<file path="src/rtl/branch_resolve_unit.sv">
// EX-stage branch resolution: tracks each fetch prediction through ID/EX, checks it against the
// resolved outcome, and drives redirect/flush, the BTB/PHT update bus and saturating statistics.
module branch_resolve_unit #(
   parameter int PC_W      = 30,
   parameter int PHT_IDX_W = 8,
   parameter int CNT_W     = 16
) (
   input  logic                 clk,
   input  logic                 rst,
   input  logic                 stall,
   input  logic                 if_valid,
   input  logic [PC_W-1:0]      if_pc,
   input  logic                 if_taken_pred,
   input  logic [PC_W-1:0]      if_target_pred,
   input  logic [PHT_IDX_W-1:0] if_pht_idx,
   input  logic                 id_cond,
   input  logic                 id_uncond,
   input  logic                 ex_taken,
   input  logic [PC_W-1:0]      ex_target,
   output logic                 flush,
   output logic                 redirect_valid,
   output logic [PC_W-1:0]      redirect_pc,
   output logic                 upd_valid,
   output logic [PC_W-1:0]      upd_pc,
   output logic [PC_W-1:0]      upd_target,
   output logic                 upd_cond,
   output logic                 upd_uncond,
   output logic                 upd_taken,
   output logic                 upd_inval,
   output logic [PHT_IDX_W-1:0] upd_pht_idx,
   output logic [CNT_W-1:0]     branch_cnt,
   output logic [CNT_W-1:0]     mispred_cnt
);

   typedef enum logic [1:0] {
      ST_RUN   = 2'd0,
      ST_REDIR = 2'd1,
      ST_DRAIN = 2'd2
   } state_e;

   state_e state_q, state_d;

   logic                 id_valid_q, id_valid_d;
   logic [PC_W-1:0]      id_pc_q, id_pc_d;
   logic                 id_taken_pred_q, id_taken_pred_d;
   logic [PC_W-1:0]      id_target_pred_q, id_target_pred_d;
   logic [PHT_IDX_W-1:0] id_pht_idx_q, id_pht_idx_d;

   logic                 ex_valid_q, ex_valid_d;
   logic [PC_W-1:0]      ex_pc_q, ex_pc_d;
   logic                 ex_taken_pred_q, ex_taken_pred_d;
   logic [PC_W-1:0]      ex_target_pred_q, ex_target_pred_d;
   logic [PHT_IDX_W-1:0] ex_pht_idx_q, ex_pht_idx_d;
   logic                 ex_cond_q, ex_cond_d;
   logic                 ex_uncond_q, ex_uncond_d;

   logic                 flush_q, flush_d;
   logic                 redirect_valid_q, redirect_valid_d;
   logic [PC_W-1:0]      redirect_pc_q, redirect_pc_d;
   logic                 upd_valid_q, upd_valid_d;
   logic [PC_W-1:0]      upd_pc_q, upd_pc_d;
   logic [PC_W-1:0]      upd_target_q, upd_target_d;
   logic                 upd_cond_q, upd_cond_d;
   logic                 upd_uncond_q, upd_uncond_d;
   logic                 upd_taken_q, upd_taken_d;
   logic                 upd_inval_q, upd_inval_d;
   logic [PHT_IDX_W-1:0] upd_pht_idx_q, upd_pht_idx_d;
   logic [CNT_W-1:0]     branch_cnt_q, branch_cnt_d;
   logic [CNT_W-1:0]     mispred_cnt_q, mispred_cnt_d;

   logic                 resolve;
   logic                 is_branch;
   logic                 act_taken;
   logic                 false_hit;
   logic                 mispred;
   logic [PC_W-1:0]      seq_pc;
   logic [PC_W-1:0]      act_next;

   // Redirect wipes the wrong-path slots on its exit edge even if the pipe is stalled.
   always_comb begin
      id_valid_d       = id_valid_q;
      id_pc_d          = id_pc_q;
      id_taken_pred_d  = id_taken_pred_q;
      id_target_pred_d = id_target_pred_q;
      id_pht_idx_d     = id_pht_idx_q;
      ex_valid_d       = ex_valid_q;
      ex_pc_d          = ex_pc_q;
      ex_taken_pred_d  = ex_taken_pred_q;
      ex_target_pred_d = ex_target_pred_q;
      ex_pht_idx_d     = ex_pht_idx_q;
      ex_cond_d        = ex_cond_q;
      ex_uncond_d      = ex_uncond_q;
      if (state_q == ST_REDIR) begin
         id_valid_d = 1'b0;
         ex_valid_d = 1'b0;
      end else if (!stall) begin
         id_valid_d       = if_valid;
         id_pc_d          = if_pc;
         id_taken_pred_d  = if_taken_pred;
         id_target_pred_d = if_target_pred;
         id_pht_idx_d     = if_pht_idx;
         ex_valid_d       = id_valid_q;
         ex_pc_d          = id_pc_q;
         ex_taken_pred_d  = id_taken_pred_q;
         ex_target_pred_d = id_target_pred_q;
         ex_pht_idx_d     = id_pht_idx_q;
         ex_cond_d        = id_cond;
         ex_uncond_d      = id_uncond;
      end
   end

   always_comb begin
      resolve   = ex_valid_q & ~stall & (state_q == ST_RUN);
      is_branch = ex_cond_q | ex_uncond_q;
      act_taken = ex_uncond_q | (ex_cond_q & ex_taken);
      false_hit = ex_taken_pred_q & ~is_branch;
      seq_pc    = ex_pc_q + PC_W'(1);
      act_next  = act_taken ? ex_target : seq_pc;
      mispred   = (ex_taken_pred_q != act_taken) |
                  (ex_taken_pred_q & act_taken & (ex_target_pred_q != ex_target));
   end

   // Outputs are zero unless this cycle resolves something, which makes them one-cycle pulses.
   always_comb begin
      flush_d          = 1'b0;
      redirect_valid_d = 1'b0;
      redirect_pc_d    = '0;
      upd_valid_d      = 1'b0;
      upd_pc_d         = '0;
      upd_target_d     = '0;
      upd_cond_d       = 1'b0;
      upd_uncond_d     = 1'b0;
      upd_taken_d      = 1'b0;
      upd_inval_d      = 1'b0;
      upd_pht_idx_d    = '0;
      branch_cnt_d     = branch_cnt_q;
      mispred_cnt_d    = mispred_cnt_q;
      if (resolve) begin
         if (mispred) begin
            flush_d          = 1'b1;
            redirect_valid_d = 1'b1;
            redirect_pc_d    = act_next;
            if (!(&mispred_cnt_q)) begin
               mispred_cnt_d = mispred_cnt_q + CNT_W'(1);
            end
         end
         if (is_branch || false_hit) begin
            upd_valid_d   = 1'b1;
            upd_pc_d      = ex_pc_q;
            upd_target_d  = is_branch ? ex_target : '0;
            upd_cond_d    = ex_cond_q;
            upd_uncond_d  = ex_uncond_q;
            upd_taken_d   = act_taken;
            upd_inval_d   = false_hit;
            upd_pht_idx_d = ex_pht_idx_q;
         end
         if (is_branch && !(&branch_cnt_q)) begin
            branch_cnt_d = branch_cnt_q + CNT_W'(1);
         end
      end
   end

   // REDIR and DRAIN each last exactly one cycle; stall cannot hold them.
   always_comb begin
      state_d = state_q;
      case (state_q)
         ST_RUN:   if (resolve && mispred) state_d = ST_REDIR;
         ST_REDIR: state_d = ST_DRAIN;
         ST_DRAIN: state_d = ST_RUN;
         default:  state_d = ST_RUN;
      endcase
   end

   always_ff @(posedge clk) begin
      if (rst) begin
         state_q          <= ST_RUN;
         id_valid_q       <= 1'b0;
         id_pc_q          <= '0;
         id_taken_pred_q  <= 1'b0;
         id_target_pred_q <= '0;
         id_pht_idx_q     <= '0;
         ex_valid_q       <= 1'b0;
         ex_pc_q          <= '0;
         ex_taken_pred_q  <= 1'b0;
         ex_target_pred_q <= '0;
         ex_pht_idx_q     <= '0;
         ex_cond_q        <= 1'b0;
         ex_uncond_q      <= 1'b0;
         flush_q          <= 1'b0;
         redirect_valid_q <= 1'b0;
         redirect_pc_q    <= '0;
         upd_valid_q      <= 1'b0;
         upd_pc_q         <= '0;
         upd_target_q     <= '0;
         upd_cond_q       <= 1'b0;
         upd_uncond_q     <= 1'b0;
         upd_taken_q      <= 1'b0;
         upd_inval_q      <= 1'b0;
         upd_pht_idx_q    <= '0;
         branch_cnt_q     <= '0;
         mispred_cnt_q    <= '0;
      end else begin
         state_q          <= state_d;
         id_valid_q       <= id_valid_d;
         id_pc_q          <= id_pc_d;
         id_taken_pred_q  <= id_taken_pred_d;
         id_target_pred_q <= id_target_pred_d;
         id_pht_idx_q     <= id_pht_idx_d;
         ex_valid_q       <= ex_valid_d;
         ex_pc_q          <= ex_pc_d;
         ex_taken_pred_q  <= ex_taken_pred_d;
         ex_target_pred_q <= ex_target_pred_d;
         ex_pht_idx_q     <= ex_pht_idx_d;
         ex_cond_q        <= ex_cond_d;
         ex_uncond_q      <= ex_uncond_d;
         flush_q          <= flush_d;
         redirect_valid_q <= redirect_valid_d;
         redirect_pc_q    <= redirect_pc_d;
         upd_valid_q      <= upd_valid_d;
         upd_pc_q         <= upd_pc_d;
         upd_target_q     <= upd_target_d;
         upd_cond_q       <= upd_cond_d;
         upd_uncond_q     <= upd_uncond_d;
         upd_taken_q      <= upd_taken_d;
         upd_inval_q      <= upd_inval_d;
         upd_pht_idx_q    <= upd_pht_idx_d;
         branch_cnt_q     <= branch_cnt_d;
         mispred_cnt_q    <= mispred_cnt_d;
      end
   end

   assign flush          = flush_q;
   assign redirect_valid = redirect_valid_q;
   assign redirect_pc    = redirect_pc_q;
   assign upd_valid      = upd_valid_q;
   assign upd_pc         = upd_pc_q;
   assign upd_target     = upd_target_q;
   assign upd_cond       = upd_cond_q;
   assign upd_uncond     = upd_uncond_q;
   assign upd_taken      = upd_taken_q;
   assign upd_inval      = upd_inval_q;
   assign upd_pht_idx    = upd_pht_idx_q;
   assign branch_cnt     = branch_cnt_q;
   assign mispred_cnt    = mispred_cnt_q;

endmodule

</file>
<file path="config.mk">
export PLATFORM = sky130hd
export DESIGN_NAME = branch_resolve_unit
export DESIGN_NICKNAME = d
export VERILOG_FILES = /design/src/rtl/branch_resolve_unit.sv
export SDC_FILE = /design/constraint.sdc
export NUM_CORES = 1
export LEC_CHECK = 0
export BUFFER_PORTS_ARGS = -buffer_cell sky130_fd_sc_hd__buf_2
export CAP_MARGIN = 20
export CORE_AREA = 2 2 165 167
export DETAILED_ROUTE_END_ITERATION = 7
export DIE_AREA = 0 0 167 169
export SYNTH_ARGS = -nofsm -noshare
export SYNTH_HDL_FRONTEND = slang
export SYNTH_SLANG_ARGS = --single-unit
</file>
<file path="constraint.sdc">
create_clock -name clk -period 2.95 [get_ports clk]
set_input_delay 0.59 -clock clk [delete_from_list [all_inputs] [get_ports clk]]
set_output_delay 0.59 -clock clk [all_outputs]
set_load 0.01 [all_outputs]
</file>
# After elaboration in Yosys (flattened, before gate mapping)
# Index checks and enable logic that the tools add are counted.
# word_totals
register_bits,280
in_bits,106
word_cells,68
# op_classes
add_sub_neg,3
n_eq_ne,4
muxes,5
n_bitwise,16
reduce_logical,15
# op_table
operator,n
$add 16x1->16 const B,2
$reduce_and 16->1,2
$add 30x1->30 const B,1
$mux 30,1
$ne 30x30->1,1
$not 1->1,7
$and 1x1->1,6
$reduce_or 3->1,2
$pmux 2 s2,1
$reduce_and 2->1,2
$reduce_or 2->1,2
$reduce_or 4->1,1
$or 1x1->1,3
$reduce_and 3->1,1
$eq 2x1->1 const B,1
$logic_and 1x1->1,2
$logic_not 2->1,1
$mux 1,2
$mux 2,1
$ne 2x1->1 const B,1
$logic_not 1->1,1
$logic_or 1x1->1,1
$ne 1x1->1,1

# Logic depth before layout (Yosys ltp)
# Gate-level depths: netlist (run 1).
# depth
depth_word,8
mapped_depth,10
ltp_nobuf,8

# Worst setup path after synthesis (run 1)
# No wires, ideal clock.
# synth_path
path_type,input to register
startpoint,input ex_taken
endpoint,"register mispred_cnt_q[9], in the netlist mispred_cnt[9]"
arrival_time_ns,2.527
required_ns,2.864
setup_slack_ns,0.338
cell_stages,10
n_path_buf,2
path_cell_list,a21oi_1 -> inv_1 -> ha_1 -> nor4_1 -> nand4_1 -> nor2_1 -> buf_2 -> buf_2 -> nor4_1 -> a211oi_1
# synth_between
elab_chain_cells,6
word_cells_on_any_way,7
# synth_lines
element,line,source
"start, declared",18,"input logic ex_taken,"
$and 1x1->1 (*),115,act_taken = ex_uncond_q | (ex_cond_q & ex_taken);
$or 1x1->1 (*),115,
named net act_taken,73,logic act_taken;
$and 1x1->1 (2 in a row),120,(ex_taken_pred_q & act_taken & (ex_target_pred_q != ex_target));
$or 1x1->1 (*),119,mispred = (ex_taken_pred_q != act_taken) |
$reduce_and 3->1 (no line) (*),-,
"end signal, assigned",228,mispred_cnt_q <= mispred_cnt_d;
"end, declared",69,"logic [CNT_W-1:0] mispred_cnt_q, mispred_cnt_d;"
# The timed path passes the listed nets; every way through them passes the cells marked *.
# A chain may end at the register's enable or synchronous reset.

# Worst setup path in the final report (run 1)
# layout_path
startpoint,register ex_cond_q
endpoint,"register mispred_cnt_q[5], in the netlist mispred_cnt[5]"
# layout_between
elab_chain_cells,6
word_cells_on_any_way,7
# layout_lines
element,line,source
"start, declared",54,"logic ex_cond_q, ex_cond_d;"
"start signal, assigned",214,ex_cond_q <= ex_cond_d;
$and 1x1->1 (*),115,
$or 1x1->1 (*),115,
named net act_taken,73,
$and 1x1->1 (2 in a row),120,
$or 1x1->1 (*),119,
$reduce_and 3->1 (no line) (*),-,
# Marks and branches as above.

==> results.cfg, run 1 <==
[outcome]
run_status = finished clean

[worst_setup_path]
setup.worst_path.start_class = register
register_to_register_setup_slack_ns = 0.70
worst-endpoint-arrival_ns = 2.67
timing.critical_path.to_type = register
critical_path.reg2reg.startpoint = ex_cond_q$_SDFFE_PP0P_
critical_path.reg2reg.endpoint = mispred_cnt[5]$_SDFFE_PP0P_
crit_fanout = 24
critical_path_class = register to register
critical_path_required_ns = 3.37
reg2regPathDepth = 9

[synth]
post_synth_mux_area_share_pct = 1.04
yosys.area_share.simple_pct = 24.2
synth_compound_gate_area_share_pct = 12.0
synth.net_count = 1305
number_of_instances_in_the_synthesized_netlist = 1195
yosys.area_share.xor_xnor_pct = 5.53
synth_seq_cells = 280
yosys_cell_types = 40
synth_top_cell_area_share_pct = 53.6
synth-adder-area-share_pct = 0.479
synth_area_leader_cell = sky130_fd_sc_hd__dfxtp_1
synth.avg_cell_area_sq_um = 8.75
netlist_top_cells_area = sky130_fd_sc_hd__dfxtp_1, sky130_fd_sc_hd__nand2_1, sky130_fd_sc_hd__a21oi_1
ys_seq_area_share_pct = 53.6
main_combinational_cell_family_by_area_after_synthesis = simple AND/OR/NAND/NOR gates
yosys_warnings = 0
synth.cell_area_sq_mm = 0.0105

[cts]
clk_latency_ns = 0.53
cts.repair_timing.setup_buffer_count = 0
clk_transition_reported_paths_ns = 0.06
cts.sinks = 280
cts.hold.buffers_added = 0
clockBufferDepth = 3
cts_repair_resize_count = 0
tritoncts = yes
clock_tree.htree_level_count = 1
clock-root-buffer = sky130_fd_sc_hd__clkbuf_16
cts-buffers-inserted = 29

[die]
start_util_pct = 39.5
rows = 60
number_of_i_o_pins = 243
die_y_um = 169
die_area_sq_mm = 0.0282
die_width_um = 167
core_region_area_sq_mm = 0.0265

[pwr]
seqPwrFrac_pct = 49.5
static-leakage-power_nw = 5.47
comb_power_share_pct = 5.6
max-vdd-ir-drop_uv = 434
internal-power_w = 0.00613
share_clk_of_total_power_pct = 44.9
netSwitchingPower_w = 0.00180
power_per_cell_area_mw_per_mm2 = 613
switching_share_pct = 22.7

[placement]
io_buffers = 242
post-dp-hpwl_um = 20500
dp_cells = 1720
gp_routability_congestion = 0.871

[sta]
fin_worst_hold_slack_ns = 0.292
finalSetupViolCount = 0
timing.fmax_mhz = 444
slew-limit-headroom_pct = 47.1
final_period_util_pct = 76.3
final.setup_skew_ns = 0.0114
finalMaxSlewViolations = 0
rsz_0062_raised_after_global_routing = false
fin_setup_tns_ns = 0
worst-slew-pin-transition_ns = 0.793
final_hold_violating_endpoints = 0
final_critical_path_required_period_ns = 2.25

[drt]
num_vias = 8789
drcViolationCount = 0
dr.pass1.iters = 5
highest-signal-layer = met5
wl_per_cell_um = 16.5
via_per_inst = 4.96
detail_route.wirelength_um = 29300
met2WireLength_um = 13300
detail_route.wirelength.met1_um = 13600
drt_first_iter_violations = 602
antenna_violating_nets_post_route = 0
met3WireLength_um = 1670

[worst_hold_path]
holdPathEnd = id_pc_q[12]$_SDFFE_PP0P_
hold_path_start = if_pc[12]
min-delay-path-class = primary input to register
whs_path_depth = 3

[global_routing]
grt_pass1_vias = 8195
number_of_antenna_violations_at_the_first_check_in_global_routing = 4
groute.usage.overall_pct = 20.0
first_pass_grt_wire_length_um = 45400
largest_net_degree_at_the_start_of_global_routing = 183
grt.overflow.total = 0

[final_layout]
num-nets-final = 1520
layout-area-overhead-vs-synth_pct = 23.7
layout_cell_share_with_drive_strength_beyond_1_pct = 24.1
nFillCells = 2649
final_cell_count_no_fill = 1773

[flow_run]
drv_cap = 0
[how the worst max path moves through the flow]
stage | start | to | slack [ns] | cells after the start
2_1_floorplan | ex_taken | mispred_cnt[9]$_SDFFE_PP0P_ | 0.34 | 10
3_3_place_gp | ex_taken | mispred_cnt[14]$_SDFFE_PP0P_ | 0.35 | 10
3_5_place_dp | ex_taken | mispred_cnt[5]$_SDFFE_PP0P_ | 0.32 | 10
6_report | ex_cond_q$_SDFFE_PP0P_ | mispred_cnt[5]$_SDFFE_PP0P_ | 0.70 | 9
4_1_cts | ex_cond_q$_SDFFE_PP0P_ | mispred_cnt[5]$_SDFFE_PP0P_ | 0.67 | 9
5_1_grt | ex_cond_q$_SDFFE_PP0P_ | mispred_cnt[5]$_SDFFE_PP0P_ | 0.54 | 9
[cells in the mapped netlist]
cell / n
sky130_fd_sc_hd__a211oi_1: 3
sky130_fd_sc_hd__a211oi_2: 25
sky130_fd_sc_hd__a21oi_1: 156
sky130_fd_sc_hd__a311oi_2: 1
sky130_fd_sc_hd__a31oi_2: 1
sky130_fd_sc_hd__a41oi_1: 1
sky130_fd_sc_hd__and2_1: 72
sky130_fd_sc_hd__and3_1: 14
sky130_fd_sc_hd__and4_1: 6
sky130_fd_sc_hd__buf_2: 4
sky130_fd_sc_hd__buf_4: 2
sky130_fd_sc_hd__buf_6: 3
sky130_fd_sc_hd__clkbuf_1: 64
sky130_fd_sc_hd__dfxtp_1: 280
sky130_fd_sc_hd__ha_1: 4
sky130_fd_sc_hd__inv_1: 5
sky130_fd_sc_hd__mux2_2: 7
sky130_fd_sc_hd__mux2i_1: 3
sky130_fd_sc_hd__nand2_1: 310
sky130_fd_sc_hd__nand2_2: 1
sky130_fd_sc_hd__nand3_1: 20
sky130_fd_sc_hd__nand4_1: 17
sky130_fd_sc_hd__nor2_1: 61
sky130_fd_sc_hd__nor2_4: 1
sky130_fd_sc_hd__nor2b_1: 9
sky130_fd_sc_hd__nor3_1: 11
sky130_fd_sc_hd__nor4_1: 12
sky130_fd_sc_hd__nor4b_1: 2
sky130_fd_sc_hd__o211ai_1: 1
sky130_fd_sc_hd__o21ai_0: 11
sky130_fd_sc_hd__o21ba_2: 1
sky130_fd_sc_hd__o31ai_1: 4
sky130_fd_sc_hd__or2_1: 1
sky130_fd_sc_hd__or2_2: 1
sky130_fd_sc_hd__or3_1: 9
sky130_fd_sc_hd__or3b_2: 1
sky130_fd_sc_hd__or4_1: 4
sky130_fd_sc_hd__or4b_4: 1
sky130_fd_sc_hd__xnor2_1: 12
sky130_fd_sc_hd__xor2_1: 54
[cell type report]
| type | instances | area [sq um] | area share (%) |
|---|---|---|---|
| diodes | 3 | 7.51 | 0.0580 |
| well taps | 341 | 427 | 3.30 |
| clock inverters | 5 | 55.1 | 0.426 |
| flip-flops and latches | 280 | 5610 | 43.3 |
| inverters | 5 | 18.8 | 0.145 |
| multi-input cells | 837 | 4550 | 35.2 |
| clock buffers | 45 | 876 | 6.77 |
| repair buffers | 257 | 1390 | 10.8 |
[metrics by stage]
stage / util [%] / worst slack [ns] / total power (W) / instance area [sq um]
6_report: 48.8 / 0.699 / 0.00793 / 12900
5_1_grt: 48.8 / 0.537 / 0.00821 / 12900
4_1_cts: 48.8 / 0.674 / 0.00801 / 12900
3_5_place_dp: 45.3 / 0.322 / 0.00446 / 12000
3_3_place_gp: 45.3 / 0.348 / 0.00445 / 12000
2_1_floorplan: - / 0.338 / 0.00425 / 10500
[cell families after synthesis]
kind of cell             count (synthesis)
adder cells (fa/ha/maj)                  4
XOR/XNOR                                66
flip-flops                             280
multiplexers                            10
AO/OA/AOI/OAI                          204
buffers and inverters                   78
AND/OR/NAND/NOR                        553
[worst max-delay path: stages (launching register included)]
cell                      delay, ns
sky130_fd_sc_hd__dfxtp_1       0.37
sky130_fd_sc_hd__a21oi_4       0.15
sky130_fd_sc_hd__inv_1         0.07
sky130_fd_sc_hd__ha_1          0.29
sky130_fd_sc_hd__nor4_1        0.28
sky130_fd_sc_hd__nand4_1       0.18
sky130_fd_sc_hd__nor2_1        0.16
sky130_fd_sc_hd__buf_4         0.26
sky130_fd_sc_hd__nor4_1        0.10
sky130_fd_sc_hd__mux2_2        0.27
[power by group through the flow]
stage	Sequential (W)	Combinational, W	Clock, W
after floorplan	0.00399	0.000254	0
after global placement	0.00401	0.000441	0
after detailed placement	0.00401	0.000447	0
after CTS	0.00393	0.000449	0.00363
after global routing	0.00394	0.000493	0.00378
final	0.00393	0.000443	0.00356
[layout by cell type (no fill, tap or decap), drive strengths merged, types with 6 or more instances in the layout]
cell and n:
nand3 20, nand2 311, or3 9, xnor2 12, a211oi 28, a21oi 156
nor4 12, mux2 7, and2 72, and4 6, nor2b 9, and3 14
nor2 62, nor3 11, xor2 54, clkbuf 45, dfxtp 280, o21ai 11
nand4 17, buf 257
[flip-flops by register name (all words and copies together), names as in the netlist, 2 cells and up]
signal            cells
mispred_cnt          16
branch_cnt           16
id_pc_q              30
ex_pht_idx_q          8
upd_target           30
state_q               2
ex_target_pred_q     30
id_pht_idx_q          8
upd_pc               30
redirect_pc          30
upd_pht_idx           8
ex_pc_q              30
id_target_pred_q     30
[metal layers]
metal | vias to the layer above | global-route usage, %
met5 | - | 0
li1 | 4397 | -
met2 | 252 | 32.0
met3 | 50 | 3.67
met4 | 2 | 6.48
met1 | 4088 | 27.6
Power figures use the tool's default switching activity.
==> run 2, diff against run 1 <==
--- a/config.mk
+++ b/config.mk
@@ -5,11 +5,12 @@
 export SDC_FILE = /design/constraint.sdc
 export NUM_CORES = 1
 export LEC_CHECK = 0
+export ABC_AREA = 1
 export BUFFER_PORTS_ARGS = -buffer_cell sky130_fd_sc_hd__buf_2
 export CAP_MARGIN = 20
-export CORE_AREA = 2 2 165 167
+export CORE_AREA = 2 2 168 170
 export DETAILED_ROUTE_END_ITERATION = 7
-export DIE_AREA = 0 0 167 169
+export DIE_AREA = 0 0 170 172
 export SYNTH_ARGS = -nofsm -noshare
 export SYNTH_HDL_FRONTEND = slang
 export SYNTH_SLANG_ARGS = --single-unit
==> constraint.sdc (replaced) <==
create_clock -name clk -period 1.9 [get_ports clk]
set_input_delay 0.38 -clock clk [delete_from_list [all_inputs] [get_ports clk]]
set_output_delay 0.38 -clock clk [all_outputs]
set_load 0.01 [all_outputs]
==> run 2 against run 1 <==
  * Global-route usage rose by 1.3 points
  * Hold slack got worse by 0.22 ns
  * Synthesized cell count rose by 17%
  * Final area rose by 6.8%
  * Total power rose by 65%
  * Sequential power rose by 58%
  * Clock power rose by 63%
  * Largest cell class unchanged
  * Register-to-register slack got worse by 0.57 ns
  * Flip-flop and latch count did not move
==> results.cfg, run 2 <==
[synth]
most_frequently_used_flop_master_after_synthesis = sky130_fd_sc_hd__dfxtp_1
synth.net_count = 1503
synth.avg_cell_area_sq_um = 7.73
netlist_top_cells_count = sky130_fd_sc_hd__nor2_1, sky130_fd_sc_hd__dfxtp_1, sky130_fd_sc_hd__o21ai_0
synth_compound_gate_area_share_pct = 12.9
ys_seq_area_share_pct = 52.1
main_combinational_cell_family_by_area_after_synthesis = simple AND/OR/NAND/NOR gates
yosys_cell_types = 35
synth_area_leader_cell = sky130_fd_sc_hd__dfxtp_1
synth-adder-area-share_pct = 0.465
post_synth_mux_area_share_pct = 0
yosys.area_share.simple_pct = 22.7
yosys_warnings = 0
netlist_top_cells_area = sky130_fd_sc_hd__dfxtp_1, sky130_fd_sc_hd__nor2_1, sky130_fd_sc_hd__o21ai_0
number_of_instances_in_the_synthesized_netlist = 1393
leading_cell_type_by_number_of_instances_after_synthesis = sky130_fd_sc_hd__nor2_1
synth_top_cell_area_share_pct = 52.1
yosys.area_share.xor_xnor_pct = 4.80
synth_seq_cells = 280
synth.cell_area_sq_mm = 0.0108
synth-edff-count = 0
synth-async-reset-ratio_pct = 0

[sta]
final_critical_path_required_period_ns = 1.77
finalMaxSlewViolations = 0
finalSetupViolCount = 0
final_period_util_pct = 93.0
worst-slew-pin-transition_ns = 0.436
timing.fmax_mhz = 566
final_hold_violating_endpoints = 0
final.setup_skew_ns = 0.0251
slew-limit-headroom_pct = 70.7

[final_layout]
num-nets-final = 1780
finish.instance_area_sq_mm = 0.0138
nFillCells = 2794
layout_cell_share_with_drive_strength_beyond_1_pct = 23.3
multi_input_comb_area_sq_mm = 0.00446
layout_commonest_cell = sky130_fd_sc_hd__nor2_1
final_core_util_pct = 50.3
layout-area-overhead-vs-synth_pct = 28.3
layout.area.seq_sq_mm = 0.00561
top_library_cells_by_usage_in_the_layout_fill_and_taps_aside = sky130_fd_sc_hd__nor2_1, sky130_fd_sc_hd__dfxtp_1, sky130_fd_sc_hd__buf_2
final_cell_count_no_fill = 2042

[die]
core_region_area_sq_mm = 0.0275
number_of_i_o_pins = 243
die_width_um = 170
die_area_sq_mm = 0.0292
rows = 61
start_util_pct = 39.2
die_y_um = 172

[outcome]
run_status = finished clean

[worst_setup_path]
cp_top_family = simple AND/OR/NAND/NOR gates
timing.critical_path.cells = xnor2_1, nand2_1, nor2_1, nand2_1, nor2_1, nand2_1, nand2_1, nand2_2, buf_4, a21oi_1, nor2_1
worst-endpoint-arrival_ns = 2.20
worst_path_largest_cell_delay_ns = 0.44
crit_fanout = 8
worstPathBufferInverterCount = 1
critical_path.reg2reg.endpoint = mispred_cnt[2]$_SDFFE_PP0P_
register_to_register_setup_slack_ns = 0.13
timing.critical_path.to_type = register
crit_top_cell = sky130_fd_sc_hd__nand2_1
crit_slowest_cell = sky130_fd_sc_hd__dfxtp_1
reg2regPathDepth = 11
setup.worst_path.start_class = register
critical_path_class = register to register
critical_path_required_ns = 2.34
critical_path.reg2reg.startpoint = ex_target_pred_q[11]$_SDFFE_PP0P_

[global_routing]
groute.usage.overall_pct = 21.4
number_of_antenna_violations_at_the_first_check_in_global_routing = 8
grt_pass1_vias = 9133
grt.overflow.total = 0
largest_net_degree_at_the_start_of_global_routing = 80
first_pass_grt_wire_length_um = 49200

[cts]
clock_tree.htree_level_count = 1
clk_latency_ns = 0.56
cts.repair_timing.setup_buffer_count = 0
tritoncts = yes
cts-buffers-inserted = 31
clock-root-buffer = sky130_fd_sc_hd__clkbuf_16
clockBufferDepth = 3
clk_transition_reported_paths_ns = 0.06
cts_repair_resize_count = 0
cts.hold.buffers_added = 0
cts.sinks = 280

[drt]
antenna_violating_nets_post_route = 0
drt_first_iter_violations = 500
via_per_inst = 4.80
dr.pass1.iters = 5
detail_route.wirelength_um = 32100
wl_per_cell_um = 15.7
num_vias = 9811
drcViolationCount = 0

[flow_run]
drv_cap = 0

[placement]
place_area_sq_mm = 0.0128
gp_routability_congestion = 0.915
io_buffers = 242
post-dp-hpwl_um = 24200
dp_cells = 1983

[pwr]
power_per_cell_area_mw_per_mm2 = 948
power_w = 0.0131
static-leakage-power_nw = 6.26
max-vdd-ir-drop_uv = 641

[worst_hold_path]
holdPathEnd = upd_target[2]$_SDFF_PP0_
min-delay-path-class = primary input to register
whs_path_depth = 3
hold_path_start = ex_target[2]
[run 2: changes by cell type in the layout (fill, tap and decap cells not counted), sizes merged, moves of 16 or more]
| cell | delta |
|---|---|
| inv | +112 |
| nand3 | +25 |
| nand2 | -153 |
| buf | +58 |
| a211oi | -28 |
| a21oi | -53 |
| and2 | -72 |
| o21ai | +151 |
| nor3 | +16 |
| nor2 | +277 |
| xor2 | -21 |
[run 2: worst max-delay path by stage]
stage                                            from                          end  slack [ns]  cells past startpoint
floorplan                                    ex_taken  mispred_cnt[2]$_SDFFE_PP0P_        0.11                     10
detailed placement                      ex_target[24]  mispred_cnt[2]$_SDFFE_PP0P_       -0.04                     12
global route              mispred_cnt[0]$_SDFFE_PP0P_  mispred_cnt[7]$_SDFFE_PP0P_       -0.01                      7
global placement                        ex_target[24]  mispred_cnt[2]$_SDFFE_PP0P_       0.003                     12
CTS                          ex_pc_q[11]$_SDFFE_PP0P_   redirect_pc[16]$_SDFF_PP0_        0.04                      7
finish              ex_target_pred_q[11]$_SDFFE_PP0P_  mispred_cnt[2]$_SDFFE_PP0P_        0.13                     11
[run 2: layer usage]
metal	vias up	share of wire (%)	global-route usage, %
met2	278	47	35.7
met1	4448	44	27.8
met5	-	0.20	0
li1	5005	-	-
met3	70	6.6	5.10
met4	10	2.7	5.69
[run 2: where the power goes]
part	internal [W]	total [W]	leakage [nW]	switching, W
Sequential	0.00609	0.00622	2.29	0.000138
Combinational	0.000419	0.00106	3.48	0.000638
Clock	0.00348	0.00582	0.487	0.00234
[run 2: stage by stage]
stage | hold WS, ns | setup slack (ns) | setup TNS [ns]
after CTS | 0.0468 | 0.0410 | 0
after detailed placement | 0.426 | -0.0440 | -0.308
final | 0.0708 | 0.133 | 0
after global routing | 0.0769 | -0.0140 | -0.0140
after floorplan | 0.416 | 0.112 | 0
after global placement | 0.430 | 0.00275 | 0
[run 2: area by class of cell]
cell class	instances	share of cell area (%)
clock buffer	45	6.43
tap	346	3.13
antenna	4	0.0725
sequential	280	40.6
clock inverter	10	0.761
inverter	117	3.20
multi-input combinational	925	32.3
timing repair buffer	315	13.6
[run 2: kinds of logic after synthesis]
group | after synthesis
adders and majority gates | 4
and+or+nand+nor | 591
DFF | 280
buffers and inverters | 188
xor gates and xnor gates | 59
AOI/OAI and AO/OA | 271
[run 2: worst register-to-register path: stages (launching register included)]
cell and delay [ns]:
sky130_fd_sc_hd__dfxtp_1 0.44, sky130_fd_sc_hd__xnor2_1 0.15, sky130_fd_sc_hd__nand2_1 0.06, sky130_fd_sc_hd__nor2_1 0.11, sky130_fd_sc_hd__nand2_1 0.08, sky130_fd_sc_hd__nor2_1 0.11, sky130_fd_sc_hd__nand2_1 0.08, sky130_fd_sc_hd__nand2_1 0.08
sky130_fd_sc_hd__nand2_2 0.15, sky130_fd_sc_hd__buf_4 0.21, sky130_fd_sc_hd__a21oi_1 0.12, sky130_fd_sc_hd__nor2_1 0.06
